<file path="src/rtl/spi_cfg_pkg.sv">
// Shared types and default frame geometry for the SPI configuration sequencer.
package spi_cfg_pkg;

  localparam int unsigned DEF_INST_W = 8;
  localparam int unsigned DEF_DATA_W = 8;
  localparam int unsigned RW_BIT     = DEF_INST_W - 1;
  localparam int unsigned FRAME_W    = DEF_INST_W + DEF_DATA_W;

  typedef enum logic [2:0] {
    StIdle,
    StFetch,
    StLoad,
    StShift,
    StGap,
    StDone
  } state_e;

endpackage

</file>
<file path="src/rtl/spi_cfg_shifter.sv">
// SCLK divider plus TX/RX shift registers for one 3-wire SPI frame.
// A load pulse starts a frame; done pulses once after the last high half.
module spi_cfg_shifter
  import spi_cfg_pkg::*;
#(
  parameter int unsigned INST_W  = DEF_INST_W,
  parameter int unsigned DATA_W  = DEF_DATA_W,
  parameter int unsigned CLK_DIV = 2
) (
  input  logic                     clk,
  input  logic                     rst,
  input  logic                     load,
  input  logic [INST_W+DATA_W-1:0] frame,
  input  logic                     sdio_i,
  output logic                     done,
  output logic [DATA_W-1:0]        rdata,
  output logic                     is_read,
  output logic                     sclk,
  output logic                     csb,
  output logic                     sdio_o,
  output logic                     sdio_oe
);

  localparam int unsigned FrameW = INST_W + DATA_W;
  localparam int unsigned BitW   = $clog2(FrameW);
  localparam int unsigned DivW   = (CLK_DIV > 1) ? $clog2(CLK_DIV) : 1;

  localparam logic [BitW-1:0] BitLast   = BitW'(FrameW - 1);
  localparam logic [BitW-1:0] DataFirst = BitW'(INST_W);
  localparam logic [DivW-1:0] DivLast   = DivW'(CLK_DIV - 1);

  logic              active_q;
  logic              hi_q;
  logic [DivW-1:0]   div_q;
  logic [BitW-1:0]   bit_q;
  logic [FrameW-1:0] tx_q;
  logic [BitW-1:0]   bit_nxt;
  logic              sample;

  assign bit_nxt = bit_q + BitW'(1);
  // Slave data is captured on the first clk of each data bit's high half.
  assign sample  = active_q && hi_q && (div_q == '0) && is_read && (bit_q >= DataFirst);

  always_ff @(posedge clk or negedge rst) begin
    if (!rst) begin
      active_q <= 1'b0;
      hi_q     <= 1'b0;
      div_q    <= '0;
      bit_q    <= '0;
      tx_q     <= '0;
      rdata    <= '0;
      is_read  <= 1'b0;
      done     <= 1'b0;
      sclk     <= 1'b0;
      csb      <= 1'b1;
      sdio_o   <= 1'b1;
      sdio_oe  <= 1'b0;
    end else begin
      done <= 1'b0;
      if (load) begin
        active_q <= 1'b1;
        hi_q     <= 1'b0;
        div_q    <= '0;
        bit_q    <= '0;
        tx_q     <= {frame[FrameW-2:0], 1'b0};
        rdata    <= '0;
        is_read  <= frame[FrameW-1];
        sclk     <= 1'b0;
        csb      <= 1'b0;
        sdio_o   <= frame[FrameW-1];
        sdio_oe  <= 1'b1;
      end else if (active_q) begin
        if (sample) begin
          rdata <= {rdata[DATA_W-2:0], sdio_i};
        end
        if (div_q != DivLast) begin
          div_q <= div_q + DivW'(1);
        end else begin
          div_q <= '0;
          if (!hi_q) begin
            hi_q <= 1'b1;
            sclk <= 1'b1;
          end else if (bit_q == BitLast) begin
            active_q <= 1'b0;
            hi_q     <= 1'b0;
            done     <= 1'b1;
            sclk     <= 1'b0;
            csb      <= 1'b1;
            sdio_o   <= 1'b1;
            sdio_oe  <= 1'b0;
          end else begin
            hi_q    <= 1'b0;
            bit_q   <= bit_nxt;
            sclk    <= 1'b0;
            sdio_o  <= tx_q[FrameW-1];
            tx_q    <= {tx_q[FrameW-2:0], 1'b0};
            // Turn SDIO around to the slave for the data phase of a read.
            sdio_oe <= !(is_read && (bit_nxt >= DataFirst));
          end
        end
      end
    end
  end

endmodule

</file>
<file path="src/rtl/spi_cfg_seq.sv">
// Walks a ROM register table over 3-wire SPI after reset or start, then
// serves single host read/write frames.
module spi_cfg_seq
  import spi_cfg_pkg::*;
#(
  parameter int unsigned INST_W    = DEF_INST_W,
  parameter int unsigned DATA_W    = DEF_DATA_W,
  parameter int unsigned TBL_AW    = 6,
  parameter int unsigned NUM_WORDS = 6,
  parameter int unsigned CLK_DIV   = 2,
  parameter int unsigned CS_GAP    = 4
) (
  input  logic                     clk,
  input  logic                     rst,
  input  logic                     start,
  output logic [TBL_AW-1:0]        tbl_addr,
  input  logic [INST_W+DATA_W-1:0] tbl_data,
  input  logic                     host_req,
  input  logic [INST_W+DATA_W-1:0] host_word,
  output logic                     host_ack,
  output logic [DATA_W-1:0]        host_rdata,
  output logic                     sclk,
  output logic                     csb,
  output logic                     sdio_o,
  output logic                     sdio_oe,
  input  logic                     sdio_i,
  output logic                     busy,
  output logic                     spi_ok
);

  localparam int unsigned FrameW = INST_W + DATA_W;
  localparam int unsigned GapW   = (CS_GAP > 1) ? $clog2(CS_GAP) : 1;

  localparam logic [GapW-1:0]   GapLast = GapW'(CS_GAP - 1);
  localparam logic [TBL_AW-1:0] IdxLast = TBL_AW'(NUM_WORDS - 1);

  state_e            state_q;
  logic [TBL_AW-1:0] idx_q;
  logic [GapW-1:0]   gap_q;
  logic              src_host_q;

  logic              sh_load;
  logic [FrameW-1:0] sh_frame;
  logic              sh_done;
  logic [DATA_W-1:0] sh_rdata;
  logic              sh_read;

  assign sh_load  = (state_q == StLoad);
  assign sh_frame = src_host_q ? host_word : tbl_data;

  always_ff @(posedge clk or negedge rst) begin
    if (!rst) begin
      state_q    <= StFetch;
      idx_q      <= '0;
      gap_q      <= '0;
      src_host_q <= 1'b0;
      tbl_addr   <= '0;
      host_ack   <= 1'b0;
      host_rdata <= '0;
      busy       <= 1'b1;
      spi_ok     <= 1'b0;
    end else begin
      host_ack <= 1'b0;
      unique case (state_q)
        StIdle: begin
          if (start) begin
            state_q    <= StFetch;
            idx_q      <= '0;
            tbl_addr   <= '0;
            src_host_q <= 1'b0;
            spi_ok     <= 1'b0;
            busy       <= 1'b1;
          end else if (host_req && !host_ack) begin
            // The ack cycle is skipped so a request still held there is not re-run.
            state_q    <= StLoad;
            src_host_q <= 1'b1;
            busy       <= 1'b1;
          end
        end
        StFetch: begin
          tbl_addr <= idx_q;
          state_q  <= StLoad;
        end
        StLoad: begin
          state_q <= StShift;
        end
        StShift: begin
          if (sh_done) begin
            gap_q   <= '0;
            state_q <= StGap;
          end
        end
        StGap: begin
          if (gap_q != GapLast) begin
            gap_q <= gap_q + GapW'(1);
          end else if (src_host_q) begin
            host_ack   <= 1'b1;
            host_rdata <= sh_read ? sh_rdata : '0;
            busy       <= 1'b0;
            state_q    <= StIdle;
          end else if (idx_q != IdxLast) begin
            idx_q    <= idx_q + TBL_AW'(1);
            tbl_addr <= idx_q + TBL_AW'(1);
            state_q  <= StFetch;
          end else begin
            state_q <= StDone;
          end
        end
        StDone: begin
          spi_ok  <= 1'b1;
          busy    <= 1'b0;
          state_q <= StIdle;
        end
        default: begin
          busy    <= 1'b0;
          state_q <= StIdle;
        end
      endcase
    end
  end

  spi_cfg_shifter #(
    .INST_W  (INST_W),
    .DATA_W  (DATA_W),
    .CLK_DIV (CLK_DIV)
  ) u_shifter (
    .clk     (clk),
    .rst     (rst),
    .load    (sh_load),
    .frame   (sh_frame),
    .sdio_i  (sdio_i),
    .done    (sh_done),
    .rdata   (sh_rdata),
    .is_read (sh_read),
    .sclk    (sclk),
    .csb     (csb),
    .sdio_o  (sdio_o),
    .sdio_oe (sdio_oe)
  );

endmodule
</file>
<file path="config.mk">
export PLATFORM = sky130hd
export DESIGN_NAME = spi_cfg_seq
export DESIGN_NICKNAME = d
export VERILOG_FILES = /design/src/rtl/spi_cfg_pkg.sv /design/src/rtl/spi_cfg_shifter.sv /design/src/rtl/spi_cfg_seq.sv
export SDC_FILE = /design/constraint.sdc
export NUM_CORES = 1
export LEC_CHECK = 0
export ABC_AREA = 1
export ABC_CLOCK_PERIOD_IN_PS = 2070
export CAP_MARGIN = 40
export CORE_MARGIN = 8
export CORE_UTILIZATION = 53
export CTS_CLUSTER_DIAMETER = 40
export CTS_CLUSTER_SIZE = 25
export DETAILED_ROUTE_END_ITERATION = 8
export PLACE_DENSITY = 0.87
export RECOVER_POWER = 100
export SLEW_MARGIN = 20
export SYNTH_ARGS = -nofsm -noshare
export SYNTH_HDL_FRONTEND = slang
export SYNTH_HIERARCHICAL = 1
export SYNTH_SLANG_ARGS = --single-unit
</file>
<file path="constraint.sdc">
create_clock -name clk -period 2.07 [get_ports clk]
set_input_delay 0.414 -clock clk [delete_from_list [all_inputs] [get_ports clk]]
set_output_delay 0.414 -clock clk [all_outputs]
set_load 0.005 [all_outputs]
</file>
; After elaboration in Yosys (flattened, before gate mapping)
; Cells that the tools add are included.
; W data, S select, Z words.
[op_classes]
n_addsub = 4
n_lt_le_gt_ge = 2
eq_ne = 17
n_mux = 74
bitwise_logic = 3
reduce_logical = 33
[ops]
columns = operator, count
row1 = $mux W16, 6
row2 = $mux W1, 41
row3 = $mux W8, 4
row4 = $mux W6, 4
row5 = $mux W4, 5
row6 = $mux W3, 6
row7 = $pmux W6 S3, 1
row8 = $reduce_bool A2 Y1, 9
row9 = $ne A2 B2 Y1 const B, 8
row10 = $pmux W3 S5, 1
row11 = $pmux W6 S2, 1
row12 = $reduce_and A3 Y1, 4
row13 = $reduce_and A4 Y1, 3
row14 = $reduce_and A5 Y1, 2
row15 = $ge A4 B4 Y1 const B, 2
row16 = $reduce_and A2 Y1, 4
row17 = $add A6 B1 Y6 const B, 1
row18 = $eq A3 B2 Y1 const B, 2
row19 = $eq A3 B3 Y1 const B, 2
row20 = $logic_and A1 B1 Y1, 6
row21 = $ne A6 B3 Y1 const B, 1
row22 = $add A4 B1 Y4 const B, 1
row23 = $eq A4 B4 Y1 const B, 1
row24 = $mux W2, 2
row25 = other kinds (13), 16
[totals]
ff_bits = 65
inputBits = 37
output_inout_bits = 21

; Longest topological paths before layout
[logic_depth]
word_depth = 9
depth_mapped = 9
ltp_nobuf = 9

; Modules after synthesis
; The synthesis kept the hierarchy.
[modules_own_cells]
columns = module, n_inst, cells_per_inst, area_each_um2
row1 = spi_cfg_seq, 1, 250, 1774.2
row2 = spi_cfg_shifter, 1, 189, 1637.8

; Least setup slack after synthesis
; OpenSTA, ideal clock, no wires.
[synth_path]
kind = register to register
from = register state_q[2]
to = register u_shifter.tx_q[12]
setup_time_ns = 0.117
arrival_ns = 1.445
path_slack_ns = 0.508
path_stages_with_launch = 9
n_path_buf = 2
cell_sequence = dfrtp_1 -> buf_6 -> nor3_1 -> clkinv_1 -> clkbuf_1 -> nand2_1 -> nand2_1 -> nand2_1 -> nand2_1
[synth_via]
elab_chain_cells = 3
word_cells_on_any_way = 7
classes_between = 2 x eq/ne / 1 x mux / 4 x reduce/logical
[synth_rtl]
columns = item, line
row1 = start: declaration, spi_cfg_seq.sv:37  ; state_e state_q;
row2 = start signal: assignment, spi_cfg_seq.sv:53  ; state_q <= StFetch;
row3 = start signal: assignment, spi_cfg_seq.sv:67  ; state_q <= StFetch;
row4 = start signal: assignment, spi_cfg_seq.sv:75  ; state_q <= StLoad;
row5 = $eq A3 B2 Y1 (*), spi_cfg_seq.sv:48  ; assign sh_load = (state_q == StLoad);
row6 = named net sh_load, spi_cfg_seq.sv:42  ; logic sh_load;
row7 = $ne A2 B2 Y1 (no source line) / $reduce_bool A2 Y1 (equally long branches), --
row8 = $reduce_and A4 Y1 (no source line), --
row9 = end signal: assignment, spi_cfg_shifter.sv:65  ; tx_q <= {frame[FrameW-2:0], 1'b0};
row10 = end signal: assignment, spi_cfg_shifter.sv:96  ; tx_q <= {tx_q[FrameW-2:0], 1'b0};
row11 = end: declaration, spi_cfg_shifter.sv:36  ; logic [FrameW-1:0] tx_q;
; Mark *: on every way through the listed nets, which the timed path passes. The rest lies on a longest branch.
; A chain may end at the register's enable or synchronous reset.

; Final worst setup path
[layout_path]
from = register u_shifter.csb
to = output csb
[layout_rtl]
columns = item, line
row1 = start: declaration, spi_cfg_shifter.sv:19  ; output logic csb,
row2 = start signal: assignment, spi_cfg_shifter.sv:55  ; csb <= 1'b1;
row3 = start signal: assignment, spi_cfg_shifter.sv:69  ; csb <= 1'b0;
row4 = start signal: assignment, spi_cfg_shifter.sv:88  ; csb <= 1'b1;
row5 = end: declaration, spi_cfg_seq.sv:23  ; output logic csb,
; No word-level cell between the ends.

==> flow_metrics.tcl <==
set metrics [dict create \
    crit_family "buffers and inverters" \
    cts_root_buf "clkbuf_8" \
    ios 58 \
    final_cells 579 \
    grt-ovfl-total 0 \
    ys_ff_latch 64 \
    leakage_nw 2.22 \
    fin_ws_ps 205 \
    cts_made_buffers 9 \
    post-cts-setup-buffers 0 \
    final_util_pct 67.8 \
    dp_slack_ps 390 \
    avgSynthCellArea_sq_um 7.77 \
    drtAntennaViolNets 0 \
    fp.dieH_microns 96.2 \
    arrival_ps 1450 \
    initial_core_util_pct 54.4 \
    grt_pass1_vias 2935 \
    viasPerCell 5.28 \
    drc 0 \
    hold_class "input pin to async pin" \
    run_status "finished clean" \
    p_per_area_nw_per_um2 1190 \
    timing.fmax_ghz 0.536 \
    synthesis.nets 481 \
    netlist_instances 439 \
    synth-seq-area-share_pct 47.1 \
    clk_latency_ps 340 \
    synthesis.area_sq_um 3410 \
    rsz0062_at_grt "no" \
    maxCapViolations 0 \
    crit_type "flip-flop to output port" \
    hold_buffers 0 \
    num_vias 3059 \
    fin_total_pwr_mw 5.07 \
    cp_max_fo 2 \
    port_buffers 57 \
    fin_nets 539 \
    ys_types 30 \
    place_inst 563 \
    tritoncts "built" \
    cp-end-kind "output port" \
    cts_resized 0 \
    drtIter0Drc 130 \
    cts_max_level 3 \
    diodes 0 \
    critPathLaunchType "flip-flop" \
    drt_pass1_iterations 5 \
    antenna_found_initial 0 \
    slowest_stage "dlygate4sd3_1" \
    drt-total-wl_mm 7.70 \
    multiInputGateArea_sq_um 1580 \
    min_period_ps 1870 \
    ir_worst_vdd_v 0.000877 \
    gp_congestion 0.878 \
    cts_max_path_buffers 2 \
    die_area_sq_um 9260 \
    num-fill-cells 512 \
    core_sq_um 6280 \
    wl_per_cell_microns 13.3 \
    cpPeakStageDelay_ps 560 \
    cp_data_required_time_ps 1660 \
    hpwl_mm 5.67 \
    layout-drive-gt1-share_pct 8.76 \
    relSlewSlack_pct 34.8 \
    worst_pin_slew_ps 979 \
    yosysWarnings 6 \
    crit_chain "dlygate4sd3_1" \
    setup-violations-final 0 \
    die_w_microns 96.2 \
    worstPathBufferInverterCount 1 \
    tns_ps 0 \
    hold_violations 0 \
    grt_pass1_wl_mm 12.8 \
    grt_max_degree 44 \
    finalCritPeriodShare_pct 90.1 \
    fin_skew_ps 8.41 \
    area.growth.synth_to_final_pct 24.7 \
    regArea_sq_um 1610 \
    clk_pin_slew_ps 70 \
    slew_violations 0 \
    clock-sinks 64 \
    row_count 29 \
    grt_usage_pct 17.8 \
]
[per-layer routing]
layer	track usage, %	up-vias	share of wire (%)
met2	28.1	105	46
met1	21.8	1400	45
met5	0	-	0
met3	5.46	12	7.7
li1	-	1542	-
met4	7.81	0	1.6
[report_power, final]
part | switching [mW] | total [mW] | leakage (nW) | internal [mW]
combinational | 1.22 | 1.91 | 1.25 | 0.684
clock | 0.474 | 1.31 | 0.124 | 0.833
sequential | 0.280 | 1.86 | 0.837 | 1.58
[per-stage QoR]
| stage | instance area [sq um] | hold slack [ps] |
|---|---|---|
| after CTS | 4290 | 5.00 |
| final | 4260 | 204 |
| after global placement | 4040 | 379 |
| after floorplan | 3410 | 118 |
| after global routing | 4260 | 290 |
| after detailed placement | 4040 | 383 |
[placed cells by master, fill, tap and decap left out]
cell and count:
bufinv_16 3, clkbuf_2 2, dlygate4sd3_1 21, nand3b_1 2, nand3_1 77, o21ai_1 1, clkinv_1 1, nand2_1 161
nor3b_1 1, nor2_4 2, dfrtp_1 60, clkinv_2 1, or2_2 1, clkbuf_1 2, clkdlybuf4s50_1 35, o21ai_0 33
clkinvlp_2 1, o22ai_1 2, inv_1 31, clkbuf_8 10, buf_4 3, nand4_1 4, inv_4 1, clkinv_4 1
nor2_1 13, inv_2 1, ha_1 5, nand2_4 5, a21oi_1 6, nor2_2 3, o21ai_2 1, nor3_1 1
nor3_2 1, xor2_1 1, dfstp_2 4, nand3_4 4, o31ai_1 1
[cell usage after synthesis (all sizes together)]
cell,number,area [sq um]
nand2,166,661
xor2,1,8.76
o31ai,1,7.51
nor2,18,97.6
a21oi,6,30.0
nand3,81,455
nand3b,2,15.0
or2,1,6.26
nor3,2,10.0
o22ai,2,12.5
inv,34,133
clkinv,1,3.75
nor3b,1,7.51
buf,8,61.3
dfstp,4,105
clkbuf,7,26.3
ha,5,62.6
nand4,4,25.0
o21ai,35,183
dfrtp,60,1500
[kinds of logic (layout without fill, tap and decap cells)]
| family | count (synthesis) | in the layout | synth area share [%] |
|---|---|---|---|
| xor+xnor | 1 | 1 | 0.257 |
| compound gates | 44 | 44 | 6.82 |
| fa+ha+maj | 5 | 5 | 1.83 |
| simple gates | 275 | 275 | 37.4 |
| buf+inv | 50 | 113 | 6.56 |
| flops | 64 | 64 | 47.1 |
[sequential cells by signal (all words and copies together) (netlist names), 2 cells and up]
| name | flops |
|---|---|
| u_shifter/bit_q | 4 |
| idx_q | 6 |
| tbl_addr | 6 |
| gap_q | 2 |
| host_rdata | 8 |
| u_shifter/rdata | 8 |
| u_shifter/tx_q | 15 |
| state_q | 3 |
[layout make-up]
| type | instances | area share, % |
|---|---|---|
| multi-input cells | 325 | 37.0 |
| inverters | 35 | 3.18 |
| flip-flops and latches | 64 | 37.8 |
| repair buffers | 62 | 14.0 |
| clock buffers | 11 | 3.32 |
| well taps | 77 | 2.26 |
| clock inverters | 5 | 2.44 |
[final timing paths]
kind / start / to / slack (ps) / cells past startpoint
max: u_shifter/csb / csb / 200 / 1
min: rst / idx_q[5] / 200 / 1
max reg2reg: state_q[2] / tbl_addr[5] / 270 / 7
min reg2reg: tbl_addr[3] / tbl_addr[3] / 470 / 2
max in group asynchronous: rst / u_shifter/is_read / 620 / 2
min in group clk: tbl_addr[3] / tbl_addr[3] / 470 / 2
Note: power is estimated with default switching activity, not from simulation.
